## src/rtl/uart_receiver.sv

```systemverilog
// rtl/uart_receiver.sv - 8N1 UART receiver with mid-bit sampling and framing error detection
module uart_receiver #(
    parameter int CLKS_PER_BIT = 868
) (
    input  logic       clk,
    input  logic       reset,
    input  logic       RxD,
    output logic [7:0] data,
    output logic       valid,
    output logic       framing_error,
    output logic       busy
);

    typedef enum logic [1:0] {IDLE, START, DATA, STOP} state_t;

    localparam logic [15:0] HALF_LAST = 16'(CLKS_PER_BIT / 2 - 1);
    localparam logic [15:0] FULL_LAST = 16'(CLKS_PER_BIT - 1);

    state_t      state;
    state_t      next_state;
    logic        rx_m;
    logic        rx_s;
    logic        rx_p;
    logic [15:0] count;
    logic [2:0]  index;
    logic [7:0]  shift;
    logic        half_hit;
    logic        full_hit;
    logic        sample_data;
    logic        stop_ok;
    logic        stop_bad;

    assign half_hit = (count == HALF_LAST);
    assign full_hit = (count == FULL_LAST);

    always_ff @(posedge clk) begin
        if (reset) begin
            state         <= IDLE;
            rx_m          <= 1'b1;
            rx_s          <= 1'b1;
            rx_p          <= 1'b1;
            count         <= 16'd0;
            index         <= 3'd0;
            shift         <= 8'h00;
            data          <= 8'h00;
            valid         <= 1'b0;
            framing_error <= 1'b0;
        end else begin
            rx_m  <= RxD;
            rx_s  <= rx_m;
            rx_p  <= rx_s;
            state <= next_state;
            // The counter restarts at every state change and at each data-bit boundary.
            if (next_state != state || sample_data) begin
                count <= 16'd0;
            end else if (state != IDLE) begin
                count <= count + 16'd1;
            end else begin
                count <= 16'd0;
            end
            if (state == START && next_state == DATA) begin
                index <= 3'd0;
            end else if (sample_data) begin
                index <= index + 3'd1;
            end
            if (sample_data) begin
                shift[index] <= rx_s;
            end
            if (stop_ok) begin
                data <= shift;
            end
            valid         <= stop_ok;
            framing_error <= stop_bad;
        end
    end

    always_comb begin
        next_state = state;
        case (state)
            IDLE:  if (rx_p && !rx_s) next_state = START;
            START: if (half_hit) next_state = rx_s ? IDLE : DATA;
            DATA:  if (full_hit && index == 3'd7) next_state = STOP;
            STOP:  if (full_hit) next_state = IDLE;
            default: next_state = IDLE;
        endcase
    end

    always_comb begin
        busy        = (state != IDLE);
        sample_data = (state == DATA) && full_hit;
        stop_ok     = (state == STOP) && full_hit && rx_s;
        stop_bad    = (state == STOP) && full_hit && !rx_s;
    end

endmodule

```

## config.mk

```make
export PLATFORM = sky130hd
export DESIGN_NAME = uart_receiver
export DESIGN_NICKNAME = d
export VERILOG_FILES = /design/src/rtl/uart_receiver.sv
export SDC_FILE = /design/constraint.sdc
export NUM_CORES = 1
export LEC_CHECK = 0
export CORE_MARGIN = 1.5
export CORE_UTILIZATION = 55
export DETAILED_ROUTE_END_ITERATION = 12
export GPL_ROUTABILITY_DRIVEN = 1
export PLACE_DENSITY = 0.77
export SLEW_MARGIN = 10
export SYNTH_ARGS = -nofsm -noshare
export SYNTH_HDL_FRONTEND = slang
export SYNTH_SLANG_ARGS = --single-unit
```

## constraint.sdc

```tcl
create_clock -name clk -period 3.3 [get_ports clk]
set_clock_uncertainty 0.2 [all_clocks]
set_input_delay 0.33 -clock clk [delete_from_list [all_inputs] [get_ports clk]]
set_output_delay 0.33 -clock clk [all_outputs]
set_load 0.01 [all_outputs]
```

# Word level (Yosys, flattened, before mapping)
# Index checks and enable logic that the tools add are counted.
[totals]
inputBits = 3
regBits = 42
out_inout_bits = 11
latch_bits = 0
memories = 0
romBits = 0
ramBits = 0
[classes]
n_bitwise = 1
n_eq_ne = 8
n_shift = 0
mul = 0
n_reduce_logical = 14
mux = 9
n_lt_le_gt_ge = 2
addsub = 2
n_div = 0
[op_table]
columns = ["op", "count"]
rows = [
  ["$add A16 B1 Y16 const B", 1],
  ["$eq A16 B10 Y1 const B", 1],
  ["$eq A16 B9 Y1 const B", 1],
  ["$mux W2", 5],
  ["$bwmux W8", 1],
  ["$logic_and A1 B1 Y1", 8],
  ["$pmux W2 S4", 1],
  ["$eq A2 B2 Y1 const B", 3],
  ["$lt A3 B4 Y1 const B", 1],
  ["$add A3 B1 Y3 const B", 1],
  ["$demux W1 S3", 1],
  ["$eq A3 B3 Y1 const B", 1],
  ["$ge A3 B1 Y1 const B", 1],
  ["$reduce_or A3 Y1", 1],
  ["$eq A2 B1 Y1 const B", 1],
  ["$logic_not A2 Y1", 1],
  ["$ne A2 B2 Y1", 1],
  ["$reduce_bool A2 Y1", 1],
  ["$reduce_or A2 Y1", 1],
  ["$logic_not A1 Y1", 1],
  ["$logic_or A1 B1 Y1", 1],
  ["$mux W1", 1],
  ["$not A1 Y1", 1],
]

# Logic depth before layout (Yosys ltp)
[logic_depth]
depth_word = 7
depth_mapped = 7
ltp_nobuf = 6

# Least setup slack after synthesis
# No wires, ideal clock.
[synth_path]
path_type = "register -> register"
from = "reg count[0]"
to = "reg count[8]"
path_slack_ps = 769
period_less_slack_ps = 2531
stages_incl_launch_ff = 8
n_path_buf = 2
setup_time_ps = 115
required_time_ps = 2985
t_arrival_ps = 2216
cell_sequence = "dfxtp_1 ha_1 or4bb_1 or4_4 buf_6 a32oi_4 buf_8 nor2_2"
[synth_via]
elab_chain_len = 7
elab_cells_between_ends = 12
[synth_rtl]
columns = ["item", "line", "source"]
rows = [
  ["from (decl)", "24", "logic [15:0] count;"],
  ["from (signal assigned)", "57", "count <= count + 16'd1;"],
  ["$eq A16 B10 Y1", "34", "assign full_hit = (count == FULL_LAST);"],
  ["$logic_and A1 B1 Y1", "82", "DATA: if (full_hit && index == 3'd7) next_state = STOP;"],
  ["$mux W2", "82", ""],
  ["$pmux W2 S4", "79", "case (state)"],
  ["$ne A2 B2 Y1", "54", "if (next_state != state || sample_data) begin"],
  ["$logic_or A1 B1 Y1", "54", ""],
  ["$reduce_or A3 Y1 (no line)", "-", ""],
]
# Parallel ways exist; a longest one is shown, timed or not.
# A chain may end at the register's enable or synchronous reset.

# Worst setup path in the final report
[layout_path]
from = "reg count[0]"
to = "reg count[5]"
# The elaborated chain is that of the path after synthesis.

==> results by group <==
Hold path
  • Worst Hold Endpoint: rx_s$_SDFF_PP1_
  • Worst min-delay path class: reg2reg
  • Hold Crit Depth: 1
  • Min-delay src: rx_m$_SDFF_PP1_

Synthesis
  • Synth Flop Type: dfxtp_1
  • Synth Instances: 205
  • Multiplexer share of the synthesized area: 4.81%
  • Largest family of logic cells by synthesized area: simple AND/OR/NAND/NOR gates
  • EDFF count, synth: 0
  • Area leader, netlist: dfxtp_1
  • Avg Inst Size Synth: 9.27 um^2
  • Netlist cell types: 38
  • Adder-cell area share of the yosys netlist: 2.63%
  • Mapped Area: 0.00190 mm^2
  • Post-synthesis compound-gate area fraction: 9.74%
  • Simple-gate share of the synthesized area: 29.0%
  • Post-synth top area share: 44.2%
  • Synth top area cells: dfxtp_1 (44%), nand3_1 (5.0%), mux2i_1 (4.2%)
  • Flops & latches, synth: 42
  • Post-Synth XOR/XNOR Area: 5.99%
  • Asr flop ratio synth: 0%
  • YS warnings: 0
  • Post-synth net total: 212
  • Sequential cell area fraction in the yosys report: 44.2%

Power
  • Sw Ratio: 22.1%
  • Int Pwr: 620 uW
  • Sequential Power Share: 64.3%
  • Total power: 797 uW
  • Part of the power in the clock network: 33.1%
  • Worst vdd ir: 0.197 mV
  • P_sw: 176 uW
  • Leakage dissipation: 0.000711 uW
  • Comb pwr share: 2.6%
  • PwrDens: 379 mW/mm^2

Worst setup path
  • RR Startpoint: count[0]$_SDFF_PP0_
  • Worst r2r dst: count[5]$_SDFF_PP0_
  • Worst setup path category: reg2reg
  • R2r setup slk: 0.45 ns
  • Setup crit start kind: flop
  • CP Data Arrival Time: 2.86 ns
  • Crit-path max FO: 16
  • Worst Path Required: 3.32 ns
  • Worst reg-to-reg path cell count: 5
  • CP endpoint kind: flop

Clock tree
  • Clk sink count: 42
  • Clk slew on worst S/H paths: 0.11 ns
  • H-tree levels: 2
  • CTS Hold Bufs: 0
  • Clk_lat worst skew: 0.35 ns
  • CTS max path bufs: 2
  • Total CTS buffers: 5
  • PostCTS Resize Cnt: 0
  • CTS tree: built
  • Root buffer cell: clkbuf_4
  • Postcts setup bufs: 0

Final layout
  • Layout cells sized above 1: 13.3%
  • Non-filler instance count after layout: 264
  • Fin util: 63.0%
  • FF+latch area: 841 um^2
  • Synthesis-to-finish area growth: 10.7%
  • # fillers: 294
  • Final nets: 224
  • Number of diodes: 0
  • Multi-input logic area: 992 um^2

Drt
  • DR iter-0 viols: 126
  • Vias/cell: 5.73
  • Drc violations: 0
  • DRT Wirelength: 3850 um
  • First-pass DRT Iterations: 4
  • ANT nets after route: 0
  • Post-DR wirelength/cell: 14.6 um
  • Via count: 1514

Die
  • Die area: 0.00382 mm^2
  • Row cnt: 21
  • I/O pin cnt: 14
  • Core Region: 0.00334 mm^2
  • Die height: 61.8 um
  • Initial Util: 57.0%
  • Die X: 61.8 um

Place
  • Placed wire-length estimate: 2840 um
  • Port Buffers: 13
  • DP Cell Count: 256
  • Gpl congestion: 0.816

Global route
  • Number of global-route vias before repair: 1445
  • Global-route wire length before repair: 6260 um
  • Largest net degree at the start of global routing: 17
  • Initial antenna violation count: 0
  • Total grt overflow: 0
  • GRT Total Usage: 22.6%

STA
  • Least-Margin Pin Slew: 0.652 ns
  • Final setup violation count: 0
  • Relative slew slack: 56.5%
  • RSZ-0062 raised after global routing: no
  • Fmax achieved: 351 MHz
  • Total negative slack: 0 ns
  • Hold Vio Cnt, Final: 0
  • Final min period: 2.85 ns
  • Final Max Tran Viols: 0
  • WHS: 0.219 ns
  • Tcrit/Tclk final: 86.3%

Job
  • MaxCap Viol Count: 0

Outcome
  • Status: finished, final reports clean
==> critical path, stage by stage, from the launching register on <==
cell,delay (ns)
dfxtp_1,0.43
ha_1,0.23
or4bb_1,0.56
or4_4,0.56
a32oi_4,0.64
nor2_1,0.11
==> flip-flops by register name, indices dropped and copies added, names as in the netlist <==
signal,count
count,16
data,8
framing_error,1
index,3
rx_m,1
rx_p,1
rx_s,1
shift,8
state,2
valid,1
==> layer usage <==
metal,GRT usage (%),routed length (um),vias up
li1,-,-,752
met1,25.1,1600,741
met2,40.3,2110,16
met3,6.83,91,5
met4,8.51,51,0
met5,0,0,-
==> Yosys cell counts, types with 3 or more instances <==
master and n:
nor2_1 8, a21oi_1 14, nor3_1 5, mux2i_1 8, nand3_1 19, nand2_1 15
and4_1 3, ha_1 4, xnor2_1 6, nand4_1 5, inv_1 4, or4_4 3
nand3b_1 3, o21ai_0 13, dfxtp_1 42, xor2_1 7, clkbuf_1 7, or2_2 4
nor2_2 10
==> worst max-delay path by stage <==
stage / slack (ns) / depth (start not counted) / start / end
2_1_floorplan: 0.77 / 7 / count[0]$_SDFF_PP0_ / count[8]$_SDFF_PP0_
4_1_cts: 0.44 / 5 / count[0]$_SDFF_PP0_ / count[5]$_SDFF_PP0_
5_1_grt: 0.30 / 5 / count[0]$_SDFF_PP0_ / count[3]$_SDFF_PP0_
3_5_place_dp: 0.47 / 5 / count[0]$_SDFF_PP0_ / count[5]$_SDFF_PP0_
3_3_place_gp: 0.55 / 5 / count[0]$_SDFF_PP0_ / count[5]$_SDFF_PP0_
6_report: 0.45 / 5 / count[0]$_SDFF_PP0_ / count[5]$_SDFF_PP0_
==> through the flow <==
stage | setup WS [ns] | instance area, um^2
global route | 0.299 | 2100
CTS | 0.437 | 2100
floorplan | 0.769 | 1900
global placement | 0.546 | 2040
detailed placement | 0.468 | 2040
finish | 0.454 | 2100
==> power by group through the flow <==
stage / Sequential [uW] / Combinational, uW / Clock, uW
after floorplan: 523 / 14.9 / 0
after global placement: 523 / 20.0 / 0
after CTS: 512 / 21.2 / 265
after global routing: 513 / 23.3 / 286
final: 512 / 21.0 / 264
after detailed placement: 523 / 21.0 / 0
==> kinds of logic after synthesis <==
group                      count (synthesis)
muxes                                      9
and+or+nand+nor                           93
xor gates and xnor gates                  13
AOI/OAI and AO/OA                         31
buffers and inverters                     13
DFF                                       42
adders and majority gates                  4
==> area by class of cell <==
| class | instances | share of cell area, % |
|---|---|---|
| Multi-Input combinational cell | 150 | 47.2 |
| Inverter | 4 | 0.714 |
| Timing Repair Buffer | 14 | 6.54 |
| Clock inverter | 1 | 0.238 |
| Sequential cell | 42 | 40.0 |
| Clock buffer | 7 | 2.62 |
| Tap cell | 46 | 2.74 |
==> layout by cell type, fill, tap and decap left out, types with 5 or more instances in the layout <==
| cell | synthesis | final |
|---|---|---|
| a21oi_1 | 14 | 14 |
| clkbuf_4 | 0 | 5 |
| clkdlybuf4s50_1 | 0 | 13 |
| dfxtp_1 | 42 | 42 |
| mux2i_1 | 8 | 8 |
| nand2_1 | 15 | 15 |
| nand3_1 | 19 | 19 |
| nand4_1 | 5 | 5 |
| nor2_1 | 8 | 8 |
| nor2_2 | 10 | 10 |
| nor3_1 | 5 | 5 |
| o21ai_0 | 13 | 13 |
| xnor2_1 | 6 | 6 |
| xor2_1 | 7 | 7 |
No activity file was read; power rests on OpenSTA's default activity.
